**src/rtl/cgra_pwr_seq_if.sv**
```systemverilog
// Power-gate handshake between the X-HEEP side (master) and the CGRA power sequencer (slave).
interface cgra_pwr_seq_if;
  logic       sw_off_req_i;
  logic       iso_req_i;
  logic       sw_ack_o;
  logic       iso_o;
  logic       sub_rst_no;
  logic       sub_clk_en_o;
  logic       busy_o;
  logic [2:0] state_o;

  modport master (
    output sw_off_req_i, iso_req_i,
    input  sw_ack_o, iso_o, sub_rst_no, sub_clk_en_o, busy_o, state_o
  );

  modport slave (
    input  sw_off_req_i, iso_req_i,
    output sw_ack_o, iso_o, sub_rst_no, sub_clk_en_o, busy_o, state_o
  );
endinterface

```
**src/rtl/cgra_pwr_seq.sv**
```systemverilog
// CGRA power sequencer: orders switch settle, clock enable, reset release and isolation
// release on power-up (reverse on power-down); forces OFF whenever the clock wizard loses lock.
module cgra_pwr_seq #(
  parameter int SWITCH_WAIT = 16,
  parameter int RST_HOLD    = 8,
  parameter int ISO_SETUP   = 4,
  parameter int CNT_W       = 8
) (
  input  logic           clk_gen,
  input  logic           rst_n,
  input  logic           locked_i,
  cgra_pwr_seq_if.slave  pwr
);

  typedef enum logic [2:0] {
    OFF    = 3'd0,
    UP_SW  = 3'd1,
    UP_CLK = 3'd2,
    UP_ISO = 3'd3,
    ON     = 3'd4,
    DN_ISO = 3'd5,
    DN_RST = 3'd6,
    DN_SW  = 3'd7
  } state_t;

  localparam logic [CNT_W-1:0] SW_LOAD  = CNT_W'(SWITCH_WAIT - 1);
  localparam logic [CNT_W-1:0] RST_LOAD = CNT_W'(RST_HOLD - 1);
  localparam logic [CNT_W-1:0] ISO_LOAD = CNT_W'(ISO_SETUP - 1);

  logic [1:0]       lk_sync_reg;
  logic             lk;
  state_t           state_reg, state_next;
  logic [CNT_W-1:0] cnt_reg, cnt_next;
  logic             cnt_zero;
  logic             iso_reg, iso_next;
  logic             sub_rst_n_reg, sub_rst_n_next;
  logic             clk_en_reg, clk_en_next;
  logic             busy_reg, busy_next;
  logic             ack_reg, ack_next;

  always_ff @(posedge clk_gen or negedge rst_n) begin
    if (!rst_n) lk_sync_reg <= 2'b00;
    else        lk_sync_reg <= {lk_sync_reg[0], locked_i};
  end

  assign lk       = lk_sync_reg[1];
  assign cnt_zero = (cnt_reg == '0);

  // Requests are only honoured in OFF/ON; a running sequence always completes unless lock drops.
  always_comb begin
    state_next = state_reg;
    cnt_next   = cnt_reg;
    if (!lk) begin
      state_next = OFF;
      cnt_next   = '0;
    end else begin
      case (state_reg)
        OFF: if (!pwr.sw_off_req_i) begin
          state_next = UP_SW;
          cnt_next   = SW_LOAD;
        end
        UP_SW: if (cnt_zero) begin
          state_next = UP_CLK;
          cnt_next   = RST_LOAD;
        end else cnt_next = cnt_reg - CNT_W'(1);
        UP_CLK: if (cnt_zero) begin
          state_next = UP_ISO;
          cnt_next   = ISO_LOAD;
        end else cnt_next = cnt_reg - CNT_W'(1);
        UP_ISO: if (cnt_zero) state_next = ON;
                else cnt_next = cnt_reg - CNT_W'(1);
        ON: if (pwr.sw_off_req_i) begin
          state_next = DN_ISO;
          cnt_next   = ISO_LOAD;
        end
        DN_ISO: if (cnt_zero) state_next = DN_RST;
                else cnt_next = cnt_reg - CNT_W'(1);
        DN_RST: begin
          state_next = DN_SW;
          cnt_next   = SW_LOAD;
        end
        DN_SW: if (cnt_zero) state_next = OFF;
               else cnt_next = cnt_reg - CNT_W'(1);
        default: begin
          state_next = OFF;
          cnt_next   = '0;
        end
      endcase
    end
  end

  // Outputs are decoded from the next state so they switch on the same edge as state_o.
  always_comb begin
    iso_next       = !((state_next == ON) && !pwr.iso_req_i);
    sub_rst_n_next = state_next inside {UP_ISO, ON, DN_ISO};
    clk_en_next    = state_next inside {UP_CLK, UP_ISO, ON, DN_ISO};
    busy_next      = !(state_next inside {OFF, ON});
    ack_next       = ((state_next == ON)  && !pwr.sw_off_req_i) ||
                     ((state_next == OFF) &&  pwr.sw_off_req_i);
  end

  always_ff @(posedge clk_gen or negedge rst_n) begin
    if (!rst_n) begin
      state_reg     <= OFF;
      cnt_reg       <= '0;
      iso_reg       <= 1'b1;
      sub_rst_n_reg <= 1'b0;
      clk_en_reg    <= 1'b0;
      busy_reg      <= 1'b0;
      ack_reg       <= 1'b0;
    end else begin
      state_reg     <= state_next;
      cnt_reg       <= cnt_next;
      iso_reg       <= iso_next;
      sub_rst_n_reg <= sub_rst_n_next;
      clk_en_reg    <= clk_en_next;
      busy_reg      <= busy_next;
      ack_reg       <= ack_next;
    end
  end

  assign pwr.state_o      = state_reg;
  assign pwr.iso_o        = iso_reg;
  assign pwr.sub_rst_no   = sub_rst_n_reg;
  assign pwr.sub_clk_en_o = clk_en_reg;
  assign pwr.busy_o       = busy_reg;
  assign pwr.sw_ack_o     = ack_reg;

  a_rst_needs_clk: assert property (@(posedge clk_gen) disable iff (!rst_n)
    sub_rst_n_reg |-> clk_en_reg);
  a_deiso_only_on: assert property (@(posedge clk_gen) disable iff (!rst_n)
    !iso_reg |-> (state_reg == ON));

endmodule

```
**src/flat_wrapper.sv**
```systemverilog
// flat-port wrapper written by rule: the top's interface ports become plain ports
module cgra_pwr_seq_flat 
#(
  parameter int SWITCH_WAIT = 16,
  parameter int RST_HOLD    = 8,
  parameter int ISO_SETUP   = 4,
  parameter int CNT_W       = 8
)
  (clk_gen, rst_n, locked_i, pwr_sw_off_req_i, pwr_iso_req_i, pwr_sw_ack_o, pwr_iso_o, pwr_sub_rst_no, pwr_sub_clk_en_o, pwr_busy_o, pwr_state_o);
  cgra_pwr_seq_if pwr_i ();
  input  logic clk_gen;
  input  logic rst_n;
  input  logic locked_i;
  input wire logic [$bits(pwr_i.sw_off_req_i)-1:0] pwr_sw_off_req_i;
  input wire logic [$bits(pwr_i.iso_req_i)-1:0] pwr_iso_req_i;
  output wire logic [$bits(pwr_i.sw_ack_o)-1:0] pwr_sw_ack_o;
  output wire logic [$bits(pwr_i.iso_o)-1:0] pwr_iso_o;
  output wire logic [$bits(pwr_i.sub_rst_no)-1:0] pwr_sub_rst_no;
  output wire logic [$bits(pwr_i.sub_clk_en_o)-1:0] pwr_sub_clk_en_o;
  output wire logic [$bits(pwr_i.busy_o)-1:0] pwr_busy_o;
  output wire logic [$bits(pwr_i.state_o)-1:0] pwr_state_o;
  assign pwr_i.sw_off_req_i = pwr_sw_off_req_i;
  assign pwr_i.iso_req_i = pwr_iso_req_i;
  assign pwr_sw_ack_o = pwr_i.sw_ack_o;
  assign pwr_iso_o = pwr_i.iso_o;
  assign pwr_sub_rst_no = pwr_i.sub_rst_no;
  assign pwr_sub_clk_en_o = pwr_i.sub_clk_en_o;
  assign pwr_busy_o = pwr_i.busy_o;
  assign pwr_state_o = pwr_i.state_o;
  cgra_pwr_seq #(.SWITCH_WAIT(SWITCH_WAIT), .RST_HOLD(RST_HOLD), .ISO_SETUP(ISO_SETUP), .CNT_W(CNT_W)) u_core (.clk_gen(clk_gen), .rst_n(rst_n), .locked_i(locked_i), .pwr(pwr_i));
endmodule
```
**config.mk**
```make
export PLATFORM = sky130hd
export DESIGN_NAME = cgra_pwr_seq_flat
export DESIGN_NICKNAME = d
export VERILOG_FILES = /design/src/rtl/cgra_pwr_seq_if.sv /design/src/rtl/cgra_pwr_seq.sv /design/src/flat_wrapper.sv
export SDC_FILE = /design/constraint.sdc
export NUM_CORES = 1
export LEC_CHECK = 0
export CAP_MARGIN = 30
export CORE_MARGIN = 3
export CORE_UTILIZATION = 52
export CTS_BUF_LIST = sky130_fd_sc_hd__clkbuf_2 sky130_fd_sc_hd__clkbuf_4 sky130_fd_sc_hd__clkbuf_8
export DETAILED_ROUTE_END_ITERATION = 7
export PLACE_DENSITY = 0.79
export SYNTH_ARGS = -nofsm -noshare
export SYNTH_HDL_FRONTEND = slang
export SYNTH_SLANG_ARGS = --single-unit
```
**constraint.sdc**
```tcl
create_clock -name clk_gen -period 1.78 [get_ports clk_gen]
set_clock_uncertainty 0.15 [all_clocks]
set_input_delay 0.445 -clock clk_gen [delete_from_list [all_inputs] [get_ports clk_gen]]
set_output_delay 0.445 -clock clk_gen [all_outputs]
set_load 0.1 [all_outputs]
```
* After elaboration in Yosys (flattened, before gate mapping)
Index checks and enable logic that the tools add are counted. Widths: inputs -> output; s select.
Storage, ports and cells: output and inout bits 8, flip-flop bits (word level) 18
Cells by class: reduce and logical (&&, ||, !) cells 16, equal/unequal tests 14, $add $sub $neg 1, muxes and demuxes 16
Operators by type and width (count):
- $mux 8 | 6
- $pmux 8 s6 | 1
- $mux 3 | 8
- $pmux 3 s8 | 1
- $eq 3x3->1 const B | 6
- $eq 3x2->1 const B | 4
- $ne 3x3->1 const B | 3
- $logic_not 8->1 | 1
- $sub 8x1->8 const B | 1
- $logic_not 3->1 | 2
- $logic_not 1->1 | 4
- $reduce_bool 4->1 | 1
- $eq 3x1->1 const B | 1
- $logic_and 1x1->1 | 3
- $reduce_and 3->1 | 1
- $reduce_bool 3->1 | 1
- $reduce_or 3->1 | 1
- $reduce_bool 2->1 | 1
- $logic_or 1x1->1 | 1

* Logic depth before layout (Yosys ltp)
depth after elaboration 7, depth in mapped cells 7

* Worst setup path before layout
OpenSTA, ideal clock, no wires.
path type flip-flop to flip-flop, start reg u_core.state_reg[2] (netlist: u_core.pwr.state_o[2]), end reg u_core.cnt_reg[3], setup time 101 ps, data required time 1529 ps, arrival 2098 ps, setup slack -569 ps, stages on the path, launching flop included 6, cell sequence dfrtp_1 clkbuf_1 xnor2_1 o31ai_1 or2_2 o32ai_1
On the way: longest elaborated chain between the ends 4, elaborated cells on any way between the ends 15
Ends and longest elaborated chain:
- start, declared | line cgra_pwr_seq.sv:32 | state_t state_reg, state_next;
- start signal, assigned | line cgra_pwr_seq.sv:112 | state_reg <= state_next;
- $eq 3x2->1 or $eq 3x3->1 (tied branches) | line cgra_pwr_seq.sv:57 | case (state_reg)
- $reduce_or 3->1 (no line)
- $pmux 8 s6 or $ne 3x3->1 (tied branches)
- $mux 8 or $reduce_and 3->1 (tied branches)
- end signal, assigned | line cgra_pwr_seq.sv:113 | cnt_reg <= cnt_next;
- end, declared | line cgra_pwr_seq.sv:33 | logic [CNT_W-1:0] cnt_reg, cnt_next;
Parallel ways exist; a longest one is shown, timed or not. A chain may end at the register's enable or synchronous reset.

* Worst setup path in the final report
start reg u_core.cnt_reg[0], end reg u_core.cnt_reg[6]
On the way: longest elaborated chain between the ends 4, elaborated cells on any way between the ends 9
Ends and longest elaborated chain:
- $sub 8x1->8 or $logic_not 8->1 (tied branches)
- $mux 8, on equally long branches
- $pmux 8 s6 | line cgra_pwr_seq.sv:57
- $mux 8 | line cgra_pwr_seq.sv:53 | if (!lk) begin
Parallel ways exist; a longest one is shown, timed or not. The select of a mux whose other input is x is not followed.

==> qor.csv <==
metric;value;unit
outcome;finished, violations left;
violations;setup timing;
p_per_area;1400;nW/um^2
synth_compound_area_frac;0.233;
critPathArrivalTime;2.19;ns
synthToLayoutAreaGrowth;72.6;%
grt_max_degree;19;
grt_pass1_wl;6360;um
dr.pass1.iters;6;
r2r_cells;9;
synth_area;1130;sq um
hold_viol_final;0;
ys_warn_count;0;
tritoncts;done;
cts-buffers-inserted;3;
ys_ff_latch;18;
hp-class;reg -> reg;
post-place-ws;-0.312;ns
synth_cell_types;47;
setup_viol;16;
ant_nets;0;
clock.fmax;461;MHz
synthCells;117;
place.gp.congestion;0.887;
wl_per_cell;29.4;um
crit_fanout;5;
muxShareOfSynthArea;0.00998;
start_util;0.564;
grt_overflow;0;
synth_edf_count;0;
synth_top_family_by_area;simple AND/OR/NAND/NOR gates;
ir_drop;1.31;mV
cp-endpoint;u_core.cnt_reg[6]$_DFFE_PN0P_;
crit_type;reg -> reg;
clock_insertion_delay_worst_skew;0.31;ns
drc;0;
vias;1459;
cts-htree-levels;1;
cp.required;1.80;ns
rr_endpoint;u_core.cnt_reg[6]$_DFFE_PN0P_;
synth_seq_area_share;0.400;
first_global_vias;1260;
num_antenna_cells;0;
stdcell_area;1950;sq um
synth-adder-area-share;0.0111;
maxCapViolCount;0;
worst_slew_pin_slew;0.429;ns
synth.area.top_cells;dfrtp_1 (38%), xnor2_1 (3.9%), o211ai_1 (3.3%), nand3_1 (3.1%), o2bb2ai_1 (3.1%);
synth.avg_cell_area;9.65;sq um
synthesis.nets;123;
worst_slack;-0.390;ns
cts_root_buf;clkbuf_4;
finalNonFillerCells;192;
nNetsFinal;172;
fin_crit_sh;1.22;
clkSlewWorstSetupHoldPaths;0.11;ns
yosysTopAreaCell;dfrtp_1;
post-place-cells;175;
hold_buffers;0;
r2r_slack;-0.39;ns
drt_first_iter_violations;155;
startpoint;u_core.cnt_reg[0]$_DFFE_PN0P_;
viasPerCell;7.60;
ys.flop_type;dfrtp_1;
cp-end-kind;flop;
final-max-slew-violation-count;0;
antenna_found_initial;0;
final_core_util;0.973;
async_flop_share;1.00;
slew_headroom;0.711;
period_needed;2.17;ns
io-pin-count;13;
row_count;16;
setup_tns;-3.83;ns
core_region_area;2000;sq um
largest_reg_flops;8;
rsz0062_at_grt;true;
synth_xor_area_frac;0.0466;
whs_path_depth;0;
die-area;2770;sq um
synth.top_cell.area_share;0.377;
clk_path_buf_depth;2;
drive_above_1_share;0.582;
track_usage;0.327;
dieWidth;52.6;um
io_buffers;12;
synthSimpleGateAreaFrac;0.252;
placed_cell_area;1580;sq um
wl;5650;um
p_leak;0.820;nW
post-dp-hpwl;2330;um
r2r_start;u_core.cnt_reg[0]$_DFFE_PN0P_;
dieHeight;52.6;um
cts_sinks;18;
critPathLaunchType;flop;
## per-stage QoR
step | power [mW] | hold WS (ns)
floorplan | 1.31 | -0.000591
global placement | 1.76 | 0.194
detailed placement | 1.81 | 0.213
CTS | 2.31 | 0.245
global route | 2.76 | 0.239
finish | 2.73 | 0.232
## logic make-up after synthesis
| group | Yosys count |
|---|---|
| AND/OR/NAND/NOR | 42 |
| AO/OA/AOI/OAI | 35 |
| flip-flops | 18 |
| buffers and inverters | 14 |
| XOR/XNOR | 6 |
| multiplexers | 1 |
| adder cells (fa/ha/maj) | 1 |
## power by group
group	switching, mW	total [mW]	leakage, nW	internal [mW]
logic	1.02	1.81	0.572	0.795
clock network	0.143	0.268	0.0210	0.125
registers	0.156	0.647	0.226	0.491
## synthesized netlist by cell type (2+ instances only)
| cell | number |
|---|---|
| nand3_1 | 7 |
| or2_2 | 2 |
| inv_1 | 6 |
| o211ai_1 | 5 |
| a31oi_1 | 2 |
| a21oi_1 | 3 |
| nor2_1 | 3 |
| nor3b_1 | 3 |
| or4_4 | 2 |
| and2_1 | 3 |
| o21ai_0 | 4 |
| nand4_1 | 2 |
| nand3b_1 | 3 |
| o2bb2ai_1 | 4 |
| nand2_1 | 4 |
| nor3_1 | 3 |
| nor2b_1 | 3 |
| a211oi_1 | 2 |
| xnor2_1 | 5 |
| dfrtp_1 | 17 |
| o21a_1 | 2 |
| clkbuf_1 | 7 |
## worst max-delay path, stage by stage (launching register included)
cell and delay, ns:
dfrtp_1 0.45, inv_2 0.11, ha_4 0.13, nor4b_4 0.22, buf_6 0.19, buf_6 0.13, nand4b_1 0.19, buf_6 0.21
nand3_1 0.08, o211ai_1 0.14
## layout make-up
class / instances / area [sq um]
tap: 27 / 33.8
fill: 30 / 53.8
clock buffer: 4 / 36.3
multi-input combinational: 85 / 857
sequential: 18 / 463
inverter: 6 / 22.5
timing repair buffer: 52 / 536
## per-layer routing
metal,global-route usage,share of wire,routed length [um],up-vias
li1,-,-,-,537
met1,0.390,0.32,1820,659
met2,0.550,0.44,2470,181
met3,0.0627,0.14,763,82
met4,0.170,0.11,602,0
met5,0,0,0,-
## placed cells by master, fill, tap and decap left out, types with 4 or more instances in the layout
cell type,instances
buf_4,34
inv_1,4
nand3_1,6
buf_6,4
buf_12,9
o211ai_1,5
clkdlybuf4s50_1,4
dfrtp_1,14
## worst min-delay path by stage
| stage | from | slack (ns) | end |
|---|---|---|---|
| global placement | u_core.lk_sync_reg[0]$_DFF_PN0_ | 0.19 | u_core.lk_sync_reg[1]$_DFF_PN0_ |
| CTS | u_core.lk_sync_reg[0]$_DFF_PN0_ | 0.25 | u_core.lk_sync_reg[1]$_DFF_PN0_ |
| detailed placement | u_core.lk_sync_reg[0]$_DFF_PN0_ | 0.21 | u_core.lk_sync_reg[1]$_DFF_PN0_ |
| global route | u_core.lk_sync_reg[0]$_DFF_PN0_ | 0.24 | u_core.lk_sync_reg[1]$_DFF_PN0_ |
| floorplan | rst_n | -0.0006 | u_core.cnt_reg[0]$_DFFE_PN0P_ |
| finish | u_core.lk_sync_reg[0]$_DFF_PN0_ | 0.23 | u_core.lk_sync_reg[1]$_DFF_PN0_ |
## what timing repair did
item | 4_1_cts | 5_1_grt
resized for setup | 27 | 19
endpoints found under the setup margin | 12 | 17
pin swaps | 9 | 12
cloned | 1 | 0
buffers inserted | 6 | 8
No activity file was read; power rests on OpenSTA's default activity.
